[config.mk]
export PLATFORM = sky130hd
export DESIGN_NAME = divisor_4bits
export DESIGN_NICKNAME = d
export VERILOG_FILES = /design/src/rtl/divisor_4bits.sv
export SDC_FILE = /design/constraint.sdc
export NUM_CORES = 1
export LEC_CHECK = 0
export CAP_MARGIN = 20
export CORE_AREA = 2 2 52 54
export DETAILED_ROUTE_END_ITERATION = 12
export DIE_AREA = 0 0 54 56
export GPL_TIMING_DRIVEN = 0
export PLACE_DENSITY = 0.75
export RECOVER_POWER = 50
export SLEW_MARGIN = 0
export SYNTH_ARGS = -nofsm -noshare
export SYNTH_HDL_FRONTEND = slang
export SYNTH_SLANG_ARGS = --single-unit
export TNS_END_PERCENT = 1
[constraint.sdc]
create_clock -name clk -period 2.5 [get_ports clk]
set_clock_uncertainty 0.15 [all_clocks]
set_input_delay 0.25 -clock clk [delete_from_list [all_inputs] [get_ports clk]]
set_output_delay 0.25 -clock clk [all_outputs]
set_load 0.05 [all_outputs]
[src/rtl/divisor_4bits.sv]
// divisor_4bits: sequential unsigned restoring divider, one quotient bit per clock.
// Q = A / B and R = A mod B, with a start/busy/done handshake for the ALU's
// multi-cycle divide slot. Each trial subtraction is a (WIDTH+1)-bit ripple add
// of P + ~B + 1 built from 1-bit full-adder cells; carry-out = 1 means no borrow.
// Optional feature: define DIV_ZERO_DETECT_EN to short-circuit B = 0 to a
// one-cycle result with the div_zero flag raised. Without it, B = 0 runs the
// normal iterations (Q = all ones, R = A) and div_zero is tied low.

// 1-bit full-adder cell, same cell the ripple-carry adder is built from.
module divisor_4bits_fa (
    input  logic a,
    input  logic b,
    input  logic cin,
    output logic s,
    output logic cout
);
    assign s    = a ^ b ^ cin;
    assign cout = (a & b) | (a & cin) | (b & cin);
endmodule

module divisor_4bits #(
    parameter int WIDTH = 4
) (
    input  logic             clk,
    input  logic             rst,
    input  logic             start,
    input  logic [WIDTH-1:0] A,
    input  logic [WIDTH-1:0] B,
    output logic [WIDTH-1:0] Q,
    output logic [WIDTH-1:0] R,
    output logic             busy,
    output logic             done,
    output logic             div_zero
);
    localparam int CW = $clog2(WIDTH + 1);

    typedef enum logic [1:0] {
        OCIOSO  = 2'd0,
        CALCULA = 2'd1,
        FIM     = 2'd2
    } state_t;

    state_t state, state_next;

    logic [WIDTH-1:0] aq;      // dividend shifting out, quotient bits shifting in
    logic [WIDTH-1:0] bq;      // captured divisor
    logic [WIDTH-1:0] p;       // partial remainder
    logic [CW-1:0]    count;   // iterations left

    logic             accept;
    logic             b_zero;

    // Shifted {P, Aq}: P picks up the dividend MSB. P never exceeds the dividend
    // bits already shifted in, so it always fits in WIDTH bits after the shift.
    logic [WIDTH-1:0] p_sh;
    logic [WIDTH-1:0] aq_sh;
    assign p_sh  = {p[WIDTH-2:0], aq[WIDTH-1]};
    assign aq_sh = {aq[WIDTH-2:0], 1'b0};

    // Trial subtraction T = {0,P} - {0,B} as {0,P} + ~{0,B} + 1 on a full-adder chain.
    logic [WIDTH:0]   op_a;
    logic [WIDTH:0]   op_b;
    logic [WIDTH:0]   sum;
    logic [WIDTH+1:0] carry;
    logic             no_borrow;

    assign op_a     = {1'b0, p_sh};
    assign op_b     = ~{1'b0, bq};
    assign carry[0] = 1'b1;

    for (genvar i = 0; i <= WIDTH; i++) begin : g_sub
        divisor_4bits_fa u_fa (
            .a   (op_a[i]),
            .b   (op_b[i]),
            .cin (carry[i]),
            .s   (sum[i]),
            .cout(carry[i+1])
        );
    end

    // Carry-out set and a clear sign bit of T both say T >= 0; they always agree.
    assign no_borrow = carry[WIDTH+1] & ~sum[WIDTH];

    // A start is taken whenever the unit is not iterating (idle or result cycle).
    assign accept = start && ((state == OCIOSO) || (state == FIM));

`ifdef DIV_ZERO_DETECT_EN
    assign b_zero = (B == '0);
`else
    assign b_zero = 1'b0;
`endif

    // State register.
    always_ff @(posedge clk) begin
        if (rst) begin
            state <= OCIOSO;
        end else begin
            state <= state_next;
        end
    end

    // Next-state decode and busy.
    always_comb begin
        state_next = state;
        busy       = 1'b0;
        case (state)
            OCIOSO: begin
                if (start) begin
                    state_next = b_zero ? FIM : CALCULA;
                end
            end
            CALCULA: begin
                busy = 1'b1;
                if (count == CW'(1)) begin
                    state_next = FIM;
                end
            end
            FIM: begin
                if (start) begin
                    state_next = b_zero ? FIM : CALCULA;
                end else begin
                    state_next = OCIOSO;
                end
            end
            default: state_next = OCIOSO;
        endcase
    end

    // Operand capture, iteration and result registers.
    always_ff @(posedge clk) begin
        if (rst) begin
            aq    <= '0;
            bq    <= '0;
            p     <= '0;
            count <= '0;
            Q     <= '0;
            R     <= '0;
            done  <= 1'b0;
        end else begin
            done <= 1'b0;
            if (state == CALCULA) begin
                aq    <= {aq_sh[WIDTH-1:1], no_borrow};
                p     <= no_borrow ? sum[WIDTH-1:0] : p_sh;
                count <= count - CW'(1);
            end
            if (state == FIM) begin
                Q    <= aq;
                R    <= p;
                done <= 1'b1;
            end
            // A start in the result cycle loads the next operation while the
            // previous result is still being published above.
            if (accept) begin
                bq    <= B;
                count <= CW'(WIDTH);
                if (b_zero) begin
                    aq <= '1;
                    p  <= A;
                end else begin
                    aq <= A;
                    p  <= '0;
                end
            end
        end
    end

`ifdef DIV_ZERO_DETECT_EN
    logic dz_q;

    // Divide-by-zero flag: remembered at start, published with the result.
    always_ff @(posedge clk) begin
        if (rst) begin
            dz_q     <= 1'b0;
            div_zero <= 1'b0;
        end else begin
            if (accept) begin
                dz_q <= b_zero;
            end
            if (state == FIM) begin
                div_zero <= dz_q;
            end else if (accept) begin
                div_zero <= 1'b0;
            end
        end
    end
`else
    assign div_zero = 1'b0;
`endif

endmodule

==> results of run 1 <==
-- metrics by stage --
step | setup slack [ps] | cells | power [W]
after floorplan | 259 | 132 | 0.000587
after global placement | 125 | 182 | 0.000628
after global routing | 32.9 | 186 | 0.000873
after detailed placement | 133 | 182 | 0.000637
final | 123 | 186 | 0.000838
after CTS | 108 | 186 | 0.000840
-- flip-flops by register name, indices dropped and copies added (netlist names) --
| register | cells |
|---|---|
| bq | 4 |
| count | 3 |
| done | 1 |
| p | 4 |
| Q | 4 |
| aq | 4 |
| R | 4 |
| state | 2 |
-- final timing paths --
kind / cells past startpoint / from / end / slack (ps)
setup / recovery: 5 / state[0] / busy / 120
hold / removal: 3 / B[0] / bq[0] / 310
setup reg to reg: 9 / aq[3] / p[3] / 160
hold reg to reg: 2 / Q[0] / Q[0] / 310
-- worst register-to-register path: stages (launching register included) --
cell	delay [ps]
dfxtp_2	390
inv_1	50
ha_1	180
fa_1	370
fa_1	360
inv_1	80
fa_1	150
buf_2	200
mux2i_1	210
a211oi_1	80
-- placed cells by master (no fill, tap or decap), drive strengths merged, types with 4 or more instances in the layout --
| master | instances |
|---|---|
| nor3 | 7 |
| nand2 | 32 |
| nor2 | 6 |
| buf | 6 |
| nand2b | 4 |
| dfxtp | 26 |
| clkbuf | 8 |
| inv | 8 |
| a21oi | 16 |
| clkdlybuf4s50 | 19 |
-- power breakdown --
part	switching [W]	internal, W	leakage (nW)
registers	0.0000182	0.000436	0.212
clock network	0.000123	0.0000890	0.0210
logic	0.0000954	0.0000763	0.293
total	0.000237	0.000602	0.527
-- metal layers --
layer	wire length [microns]	share of wire, %	global-route usage [%]
met5	0	0	0
met3	105	4.6	3.23
met4	61	2.7	5.00
met1	995	43	20.7
met2	1130	49	28.9
-- area by class of cell --
| class | instances | area, sq um | area share, % |
|---|---|---|---|
| Inverter | 8 | 35.0 | 2.41 |
| Tap cell | 30 | 37.5 | 2.58 |
| Buffer | 10 | 71.3 | 4.91 |
| Sequential cell | 26 | 522 | 35.9 |
| Timing Repair Buffer | 20 | 200 | 13.8 |
| Multi-Input combinational cell | 88 | 551 | 37.9 |
| Clock buffer | 4 | 36.3 | 2.50 |
-- cells by family (layout without fill, tap and decap cells) --
kind of cell / after synthesis / count (layout)
simple gates: 52 / 52
compound gates: 27 / 27
flops: 26 / 26
fa+ha+maj: 6 / 6
mux: 1 / 1
buf+inv: 18 / 42
other cells: 1 / 1
xor+xnor: 1 / 1
==> metrics.md, run 1 <==
| Metric | Value |
|---|---|
| Dpl hpwl | 1750 microns |
| Grt ovf | 0 |
| CP Capture Type | primary output |
| Synth warn | 0 |
| Yosys cell types | 29 |
| Status | finished, final reports clean |
| Post-DRT Antenna Nets | 0 |
| Via count | 937 |
| Cell taking the most area after synthesis | dfxtp_1 |
| Post-synth EDFFs | 0 |
| Clock sink count | 26 |
| Complex-gate fraction of the synthesized area | between 10% and 20% |
| Top post-synthesis cells by count | 32 x nand2_1, 26 x dfxtp_1, 13 x a21oi_1 |
| Largest net degree at the start of global routing | 15 |
| Post-Synth Adder-Cell Area | about 8.3% |
| Io pins | 22 |
| Routed wire length | 2290 microns |
| Final nets | between 150 and 200 |
| Clock root buffer | clkbuf_4 |
| PD cells | between 500 and 600 nW/um^2 |
| FMAX | between 0.4 and 0.5 GHz |
| Crit-path cells | nand2b_1 -> buf_6 -> inv_6 -> buf_12 -> clkdlybuf4s50_1 |
| Post-layout util | between 50% and 60% |
| CP Launch Type | flop |
| Final Max Tran Viols | 0 |
| Worst path bufs/invs | 4 |
| RD Place Congestion | between 0.7 and 0.8 |
| Die area | 3020 sq um |
| Post-route DRC | 0 |
| Sequential area share after synthesis | between 40 and 50% |
| Core ar. | roughly 2400 sq um |
| DP Area | 1420 sq um |
| Via density | slightly above 5 |
| Period minus WS final | 2380 ps |
| Drt wl/cell | 12.3 microns |
| Count leader, synth | nand2_1 |
| Static leakage | around 0.53 nW |
| CP max FO | 10 |
| Peak supply drop | between 0.3 and 0.4 mV |
| Mapped Nets | about 150 |
| Top post-synthesis cells by area | dfxtp_1 44%, nand2_1 10%, a21oi_1 5.5%, fa_1 5.1%, ha_1 3.2% |
| Period Utilization, post-route | roughly 95% |
| Synth Cell Area | ~1200 sq um |
| Worst hold slack | slightly above 300 ps |
| Multiplexer share of the synthesized area | less than 1% |
| Drt first pass iters | 6 |
| Flops & latches, synth | 26 |
| Clk_lat worst skew | 320 ps |
| Clock transition at path regs | 140 ps |
| Vias in the first global route | roughly 860 |
| CTS Hold Bufs | 0 |
| Area fraction of the dominant cell type after synthesis | 44.0% |
| Critical-path top delay cell | clkdlybuf4s50_1 |
| CTS tree | done |
| Final setup viols | 0 |
| Data arrival, critical path | 1980 ps |
| Diode count | 0 |
| Area Growth Syn to Fin | 22.9% |
| H-Tree Level Count | 1 |
| Simple-Gate Fraction of Synth Area | 19.4% |
| Chip height | around 56 microns |
| Critical Path RT | 2100 ps |
| GR Util All Layers | between 15 and 20% |
| Cts repair resizes | 0 |
| Max-slew headroom | about two thirds |
| WS Path Type | reg2out |
| Total of max-cap violations | 0 |
| CP delay by family, top | buffers and inverters |
| Final cell area excluding filler cells | between 1000 and 1500 sq um |
| Post-Synth XOR/XNOR Area | less than 1% |
| CP max stage delay | about 800 ps |
| Setup TNS | 0 ps |
| Syn Area/Cell | around 9.0 sq um |
| Layout filler cell count | ~220 |
| Slew @ Worst Pin | approximately 500 ps |
| Worst hold path class | in2reg |
| Main synth FF type | dfxtp_1 |
| Initial Util | 48.6% |
| Final Hold Fails | 0 |
| DR iter-0 viols | 31 |
| Max Root-Sink Buffers | 2 |
| # rows | 18 |
| Largest family of logic cells by synthesized area | simple AND/OR/NAND/NOR gates |
| Global-route wire length before repair | ~3800 microns |
| Post-CTS Setup Inserts | 0 |
| TritonCTS buffer count | 3 |
| RSZ-0062 raised after global routing | no |
| Initial antenna violation count | 0 |
| Layout cells sized above 1 | 14.1% |
| Die Width | between 50 and 60 microns |
| Gate Count Post-Synth | approximately 130 |
| Port bufs | 20 |
| Fraction of registers with async set/reset | 0% |
(Power assumes the default switching activity.)
==> run 2, diff against run 1 <==
--- a/config.mk
+++ b/config.mk
@@ -6,11 +6,11 @@
 export NUM_CORES = 1
 export LEC_CHECK = 0
 export CAP_MARGIN = 20
-export CORE_AREA = 2 2 52 54
+export CORE_AREA = 2 2 54 56
 export DETAILED_ROUTE_END_ITERATION = 12
-export DIE_AREA = 0 0 54 56
+export DIE_AREA = 0 0 56 58
 export GPL_TIMING_DRIVEN = 0
-export PLACE_DENSITY = 0.75
+export PLACE_DENSITY = 0.7
 export RECOVER_POWER = 50
 export SLEW_MARGIN = 0
 export SYNTH_ARGS = -nofsm -noshare
==> metrics.md, run 2 (synthesis results as in run 1) <==
| Metric | Value |
|---|---|
| Status | finished, final reports clean |
| Post-route DRC | 0 |
| # rows | 19 |
| Final Hold Fails | 0 |
| Vias in the first global route | between 900 and 1000 |
| Worst hold path class | in2reg |
| CP Capture Type | primary output |
| WS Path Type | reg2out |
| Clock sink count | 26 |
| Via count | 913 |
| H-Tree Level Count | 1 |
| Die Width | 56 microns |
| Chip height | slightly below 60 microns |
| GR Util All Layers | 15.0% |
| RSZ-0062 raised after global routing | no |
| Clk_lat worst skew | 320 ps |
| Routed wire length | between 2000 and 2500 microns |
| CP max FO | 10 |
| Clock transition at path regs | around 140 ps |
| Io pins | 22 |
| Area Growth Syn to Fin | 23.6% |
| Final nets | around 170 |
| Static leakage | between 0.5 and 0.6 nW |
| Max Root-Sink Buffers | 2 |
| Largest net degree at the start of global routing | 15 |
| Critical Path RT | 2100 ps |
| Slew @ Worst Pin | around 530 ps |
| Data arrival, critical path | 1980 ps |
| Core ar. | between 2000 and 3000 sq um |
| CTS Hold Bufs | 0 |
| Final Max Tran Viols | 0 |
| CP Launch Type | flop |
| Most frequent cells in the layout | 32 x nand2_1, 25 x dfxtp_1, 19 x clkdlybuf4s50_1 |
| Peak supply drop | ~0.36 mV |
| Period Utilization, post-route | between 90 and 100% |
| Drt wl/cell | 11.7 microns |
| Post-DRT Antenna Nets | 0 |
| CTS tree | done |
| Worst reg-to-reg setup slack | around 160 ps |
| Diode count | 0 |
| Pre-CTS setup slack | about 100 ps |
| Die area | approximately 3200 sq um |
| Initial antenna violation count | 0 |
| Port bufs | 20 |
| Clock root buffer | clkbuf_4 |
| Layout cells sized above 1 | approximately 15% |
| TritonCTS buffer count | 3 |
| Drt first pass iters | 4 |
| DR iter-0 viols | 17 |
| Initial Util | 44.4% |
| Setup TNS | 0 ps |
| RD Place Congestion | 0.727 |
| Dpl hpwl | 1650 microns |
| FMAX | ~0.42 GHz |
| PD cells | ~570 nW/um^2 |
| Total of max-cap violations | 0 |
| Commonest non-fill, non-tap cell in the layout | nand2_1 |
| Max-slew headroom | between 60% and 70% |
| Via density | between 4 and 5 |
| Final setup viols | 0 |
| Global-route wire length before repair | roughly 3900 microns |
| Worst setup margin | 115 ps |
| Grt ovf | 0 |
| Period minus WS final | 2380 ps |
[run 2: changes by cell type in the layout (fill, tap and decap cells not counted), sizes merged]
cell    before  now
buf          6    5
clkbuf       8    9
[run 2: final timing paths]
| path | from | endpoint | depth (start not counted) |
|---|---|---|---|
| max | state[1] | busy | 5 |
| min | B[2] | bq[2] | 3 |
| max reg2reg | aq[3] | p[3] | 9 |
| min reg2reg | Q[0] | Q[0] | 2 |
[run 2: final cells by class]
type	count	area [sq um]
Fill cell	258	1200
Multi-Input combinational cell	88	553
Sequential cell	26	524
Timing Repair Buffer	20	200
Buffer	10	73.8
Tap cell	31	38.8
Clock buffer	4	36.3
Inverter	8	35.0
[run 2: layer usage]
| metal | vias up | GRT usage (%) | routed length [microns] |
|---|---|---|---|
| met5 | - | 0 | 0 |
| met4 | 0 | 6.12 | 33 |
| met3 | 5 | 3.35 | 107 |
| met2 | 25 | 27.7 | 1070 |
| met1 | 407 | 16.8 | 971 |
| li1 | 476 | - | - |
[run 2: critical path: stages, from the launching register on]
cell,delay (ps)
dfxtp_1,340
nand2b_1,150
buf_6,150
inv_6,80
buf_12,140
clkdlybuf4s50_1,800
[run 2: report_power, final]
| group | switching (W) | internal [W] | total [W] |
|---|---|---|---|
| clock network | 0.000126 | 0.0000892 | 0.000215 |
| logic | 0.0000918 | 0.0000775 | 0.000169 |
| registers | 0.0000185 | 0.000436 | 0.000455 |
[run 2: repair_timing]
item	4_1_cts	5_1_grt
resized for setup	0	3
endpoints found under the setup margin	0	4
buffers inserted	0	0
[run 2: per-stage QoR]
step	total power, W	instance area (sq um)	utilization (%)	hold slack [ps]	cells
floorplan	0.000587	1180	-	236	132
global route	0.000885	1460	54.9	282	187
global placement	0.000625	1420	53.4	293	183
CTS	0.000842	1460	54.7	300	187
detailed placement	0.000633	1420	53.4	299	183
finish	0.000839	1460	54.9	301	187
==> edit 1 (config.mk and constraints of run 2) <==
Re-encode `state_t` (3 states) as one-hot, 3 bits wide.
--- a/src/rtl/divisor_4bits.sv
+++ b/src/rtl/divisor_4bits.sv
@@ -35,8 +35,8 @@
     localparam int CW = $clog2(WIDTH + 1);
 
-    typedef enum logic [1:0] {
-        OCIOSO  = 2'd0,
-        CALCULA = 2'd1,
-        FIM     = 2'd2
+    typedef enum logic [2:0] {
+        OCIOSO  = 3'b001,
+        CALCULA = 3'b010,
+        FIM     = 3'b100
     } state_t;
 
Formal check against the unedited RTL: same outputs for any inputs over 10 cycles, from zero or initial values and one cycle with rst high; not proved beyond that.
==> edit 1 against run 2 <==
- wire length grew 13%
- sequential cell count grew 1
- global-route usage grew 1.2 points
- register-to-register slack is essentially flat
- power shrank 9.1%
- worst setup slack gained 0.0024 ns
- area after synthesis grew 3.0%
- design area grew 1.2%
==> edit 1: results (changes against run 2) <==
status=finished clean (unchanged); initial detailed-routing violation count=14 (was 17); post-DR vias/cell=5.247 (was 4.882); Tightest Hold Check Type=input port to flop (unchanged); Post-Syn Nets=152 (was 149); share of cells above drive strength 1=0.05660 (was 0.1474); postcts setup bufs=0 (unchanged); H-tree Lvls=1 (unchanged); R2R Setup Slk=0.16 ns (about the same); final layout net count=177 (was 174); PortBufs=20 (unchanged); leakage=0.5253 nW (was 0.5248 nW); Relative slew margins=0.5588 (was 0.6443); first-pass GRT wire length=4112 µm (was 3850 µm); HPWL Detailed=1788 µm (was 1648 µm); placed cells=186 (was 183); root buf cell=clkbuf_4 (unchanged); gr usage total=0.1628 (was 0.1504); CTS max path bufs=2 (unchanged); antenna diode count=0 (unchanged); yosys warns=0 (unchanged); First-pass DRT Iterations=4 (unchanged); top post-synthesis cells by count=27 x dfxtp_1, 18 x nand2_1, 11 x nor2_1 (was 32 x nand2_1, 26 x dfxtp_1, 13 x a21oi_1); Filler cells=266 (was 258); Seq/Total Area, Yosys=0.4440 (was 0.4402); CP Max Fanout=10 (unchanged); number of buffers created by CTS=3 (unchanged); vias in the first global route=974 (was 908); Worst-path clk slew=0.14 ns (about the same); Area contributors post-synth=dfxtp_1 44%, mux2i_1 7.4%, nand2_1 5.5%, fa_1 4.9%, a21oi_1 3.7% (was dfxtp_1 44%, nand2_1 10%, a21oi_1 5.5%, fa_1 5.1%, ha_1 3.2%); CP Data Arrival Time=1.98 ns (about the same); placed inst area=0.001456 mm² (was 0.001421 mm²); GPL Wtd Cong=0.8110 (was 0.7271); Async S/R FF share, synth=0 (unchanged); Max rail drop VDD=0.0003132 V (was 0.0003590 V); Netlist cell types=30 (was 29); Post-Synthesis Cells=135 (was 132); Clk Latency, worst-skew pair=0.32 ns (about the same); initial antenna violation count=0 (unchanged); wirelength, routed=2460 µm (was 2182 µm); via count=997 (was 913); pin count of the biggest net entering global routing=15 (unchanged)
-- edit 1: worst max-delay path, cell delays in order, from the launching register on --
cell	delay (ns)
dfxtp_1	0.41
or3b_1	0.45
clkinv_2	0.12
buf_6	0.15
dlygate4sd2_1	0.53
-- edit 1: logic make-up (layout without fill, tap and decap cells) --
| logic type | after synthesis | in the layout | share of synthesized area |
|---|---|---|---|
| and+or+nand+nor | 46 | 46 | 0.1737 |
| xor gates and xnor gates | 2 | 2 | 0.02056 |
| muxes | 9 | 9 | 0.07400 |
| other | 1 | 1 | 0.003080 |
| buffers and inverters | 17 | 41 | 0.06474 |
| AOI/OAI and AO/OA | 27 | 27 | 0.1398 |
| DFF | 27 | 27 | 0.4440 |
| adders and majority gates | 6 | 6 | 0.08017 |
-- edit 1: final timing paths --
kind | endpoint | cells after the start | startpoint
max reg2reg | p[3]$_SDFFE_PP0P_ | 9 | aq[3]$_SDFFE_PP0P_
max | busy | 4 | state[0]$_SDFFE_PP1P_
min reg2reg | count[0]$_SDFFE_PP0P_ | 2 | count[0]$_SDFFE_PP0P_
min | bq[2]$_SDFFE_PP0P_ | 3 | B[2]
-- edit 1: through the flow --
stage / setup TNS [ns] / power, mW / util / hold slack (ns) / setup WS [ns]
final: 0 / 0.7630 / 0.5555 / 0.3299 / 0.1175
after global routing: 0 / 0.8051 / 0.5555 / 0.3316 / 0.001286
after CTS: 0 / 0.7717 / 0.5569 / 0.3236 / 0.08571
after detailed placement: -0.04491 / 0.5826 / 0.5470 / 0.3276 / -0.03149
after global placement: 0 / 0.5777 / 0.5470 / 0.3084 / 0.03435
after floorplan: 0 / 0.5426 / - / 0.1716 / 0.2126
-- edit 1: where the power goes --
part,switching [mW],internal (mW)
Clock,0.128,0.0624
Combinational,0.0629,0.0493
Sequential,0.0138,0.447
-- edit 1: area by class of cell --
type                            instances  area, µm²  share of cell area
Sequential cell                        27      541.8              0.3663
Multi-Input combinational cell         91      595.6              0.4027
Tap cell                               31      38.79             0.02623
Inverter                                9      35.03             0.02369
Buffer                                  8      42.54             0.02876
Timing Repair Buffer                   20      198.9              0.1345
Clock buffer                            4      26.28             0.01777
-- edit 1: repair_timing --
action                                  4_1_cts  5_1_grt
gates resized for setup                       2        1
endpoints found under the setup margin        6        2
hold endpoints to repair                      0        0
-- edit 1: metal layers --
metal / wire [µm] / global-route usage / up-vias
met5: 0 / 0 / -
met4: 30 / 0.06122 / 0
met3: 56 / 0.02232 / 4
met2: 1241 / 0.3008 / 10
met1: 1131 / 0.1924 / 482
li1: - / - / 501
==> edit 2 (settings of run 2) <==
Without the edit above. Add a define of `DIV_ZERO_DETECT_EN`.
--- a/src/rtl/divisor_4bits.sv
+++ b/src/rtl/divisor_4bits.sv
@@ -8,4 +8,6 @@
 
 // 1-bit full-adder cell, same cell the ripple-carry adder is built from.
+`define DIV_ZERO_DETECT_EN
+
 module divisor_4bits_fa (
     input  logic a,
Formal check against the unedited RTL: not equivalent (a bounded check fails within 4 cycles, from zero or initial values and one cycle with rst high).
==> edit 2 against run 2 <==
- power increased by 25%
- design area increased by 20%
- fmax decreased by 3.4%
- sequential cell count increased by 2
- non-clock buffer count increased by 4
- sequential power increased by 10%
- critical path depth increased by 4
- wire length increased by 45%
- worst setup slack got worse by 0.085 ns
- area after synthesis increased by 23%
==> edit 2: results (changes against run 2) <==
status=finished clean (unchanged); pin count of the biggest net entering global routing=17 (was 15); adder-cell share of the synthesized area=0.06713 (was 0.08254); delay-heaviest family, CP=adder cells (was buffers and inverters); post-DR vias/cell=5.377 (was 4.882); Post-Synth XOR/XNOR Area=0.006024 (was 0.007407); Clock Power=303 µW (was 215 µW); leakage=0.6176 nW (was 0.5248 nW); routed wl met3=103 µm (was 107 µm); Max rail drop VDD=0.0004639 V (was 0.0003590 V); CP Data Arrival Time=2.57 ns (was 1.98 ns); wire length per cell=14.75 µm (was 11.67 µm); sw frac=0.2829 (was 0.2817); HPWL Detailed=2318 µm (was 1648 µm); M1 GR Usage=0.2741 (was 0.1681); top post-synthesis cells by count=28 x dfxtp_1, 25 x nand2_1, 16 x a21oi_1 (was 32 x nand2_1, 26 x dfxtp_1, 13 x a21oi_1); CP max-delay cell=fa_2 (was clkdlybuf4s50_1); CP Max Fanout=2 (was 10); Tightest Hold Check Type=flop to flop (was input port to flop); initial detailed-routing violation count=27 (was 17); vias in the first global route=1103 (was 908); Netlist cell types=36 (was 29); PortBufs=21 (was 20); gr usage total=0.2015 (was 0.1504); Seq/Total Area, Yosys=0.3855 (was 0.4402); worst-margin pin slew=0.5982 ns (was 0.5336 ns); met1 WL=1499 µm (was 971 µm); Global Route met3 Usage=0.02455 (was 0.03348); Worst-path clk slew=0.16 ns (was 0.14 ns); met2 Usage GRT=0.3345 (was 0.2773); share of cells above drive strength 1=0.1957 (was 0.1474); placed inst area=0.001703 mm² (was 0.001421 mm²)
edit 2: cell count changes after synthesis, moves of 3 or more:
cell,before,now
a21oi_1,13,16
nor2b_1,0,9
o32ai_2,0,3
nand3_1,0,5
o31ai_1,0,3
nor3_2,0,4
o211ai_2,3,0
nand2b_1,3,7
nand2_1,32,25
edit 2: stage by stage:
step / cells / TNS, ns / hold WS, ns / utilization / total power, mW
floorplan: 158 / 0 / 0.2360 / - / 0.6800
global placement: 210 / -0.1812 / 0.2955 / 0.6396 / 0.7377
detailed placement: 210 / -0.5887 / 0.2957 / 0.6396 / 0.7444
CTS: 215 / 0 / 0.3159 / 0.6668 / 1.052
global route: 215 / -0.04098 / 0.3353 / 0.6574 / 1.096
finish: 215 / 0 / 0.3144 / 0.6574 / 1.049
edit 2: layout make-up:
class	count	area, µm²	share of cell area
clock buffers	3	22.52	0.01287
multi-input cells	110	759.5	0.4339
repair buffers	22	220.2	0.1258
flip-flops and latches	28	561.8	0.3209
well taps	31	38.79	0.02216
inverters	8	37.54	0.02144
clock inverters	1	30.03	0.01716
plain buffers	12	80.08	0.04575
edit 2: timing repair:
| item | 4_1_cts | 5_1_grt |
|---|---|---|
| gates resized for setup | 5 | 4 |
| pin swaps | 0 | 0 |
| buffers inserted | 1 | 0 |
| setup endpoints to repair | 4 | 2 |
edit 2: worst paths after layout:
kind,from,to,slack [ns],depth (start not counted)
worst min register to register,Q[0]$_SDFFE_PP0P_,Q[0]$_SDFFE_PP0P_,0.31,2
worst max-delay path,aq[3]$_SDFFE_PP0P_,p[3]$_SDFFE_PP0P_,0.03,9
worst max register to register,aq[3]$_SDFFE_PP0P_,p[3]$_SDFFE_PP0P_,0.03,9
worst min-delay path,Q[0]$_SDFFE_PP0P_,Q[0]$_SDFFE_PP0P_,0.31,2
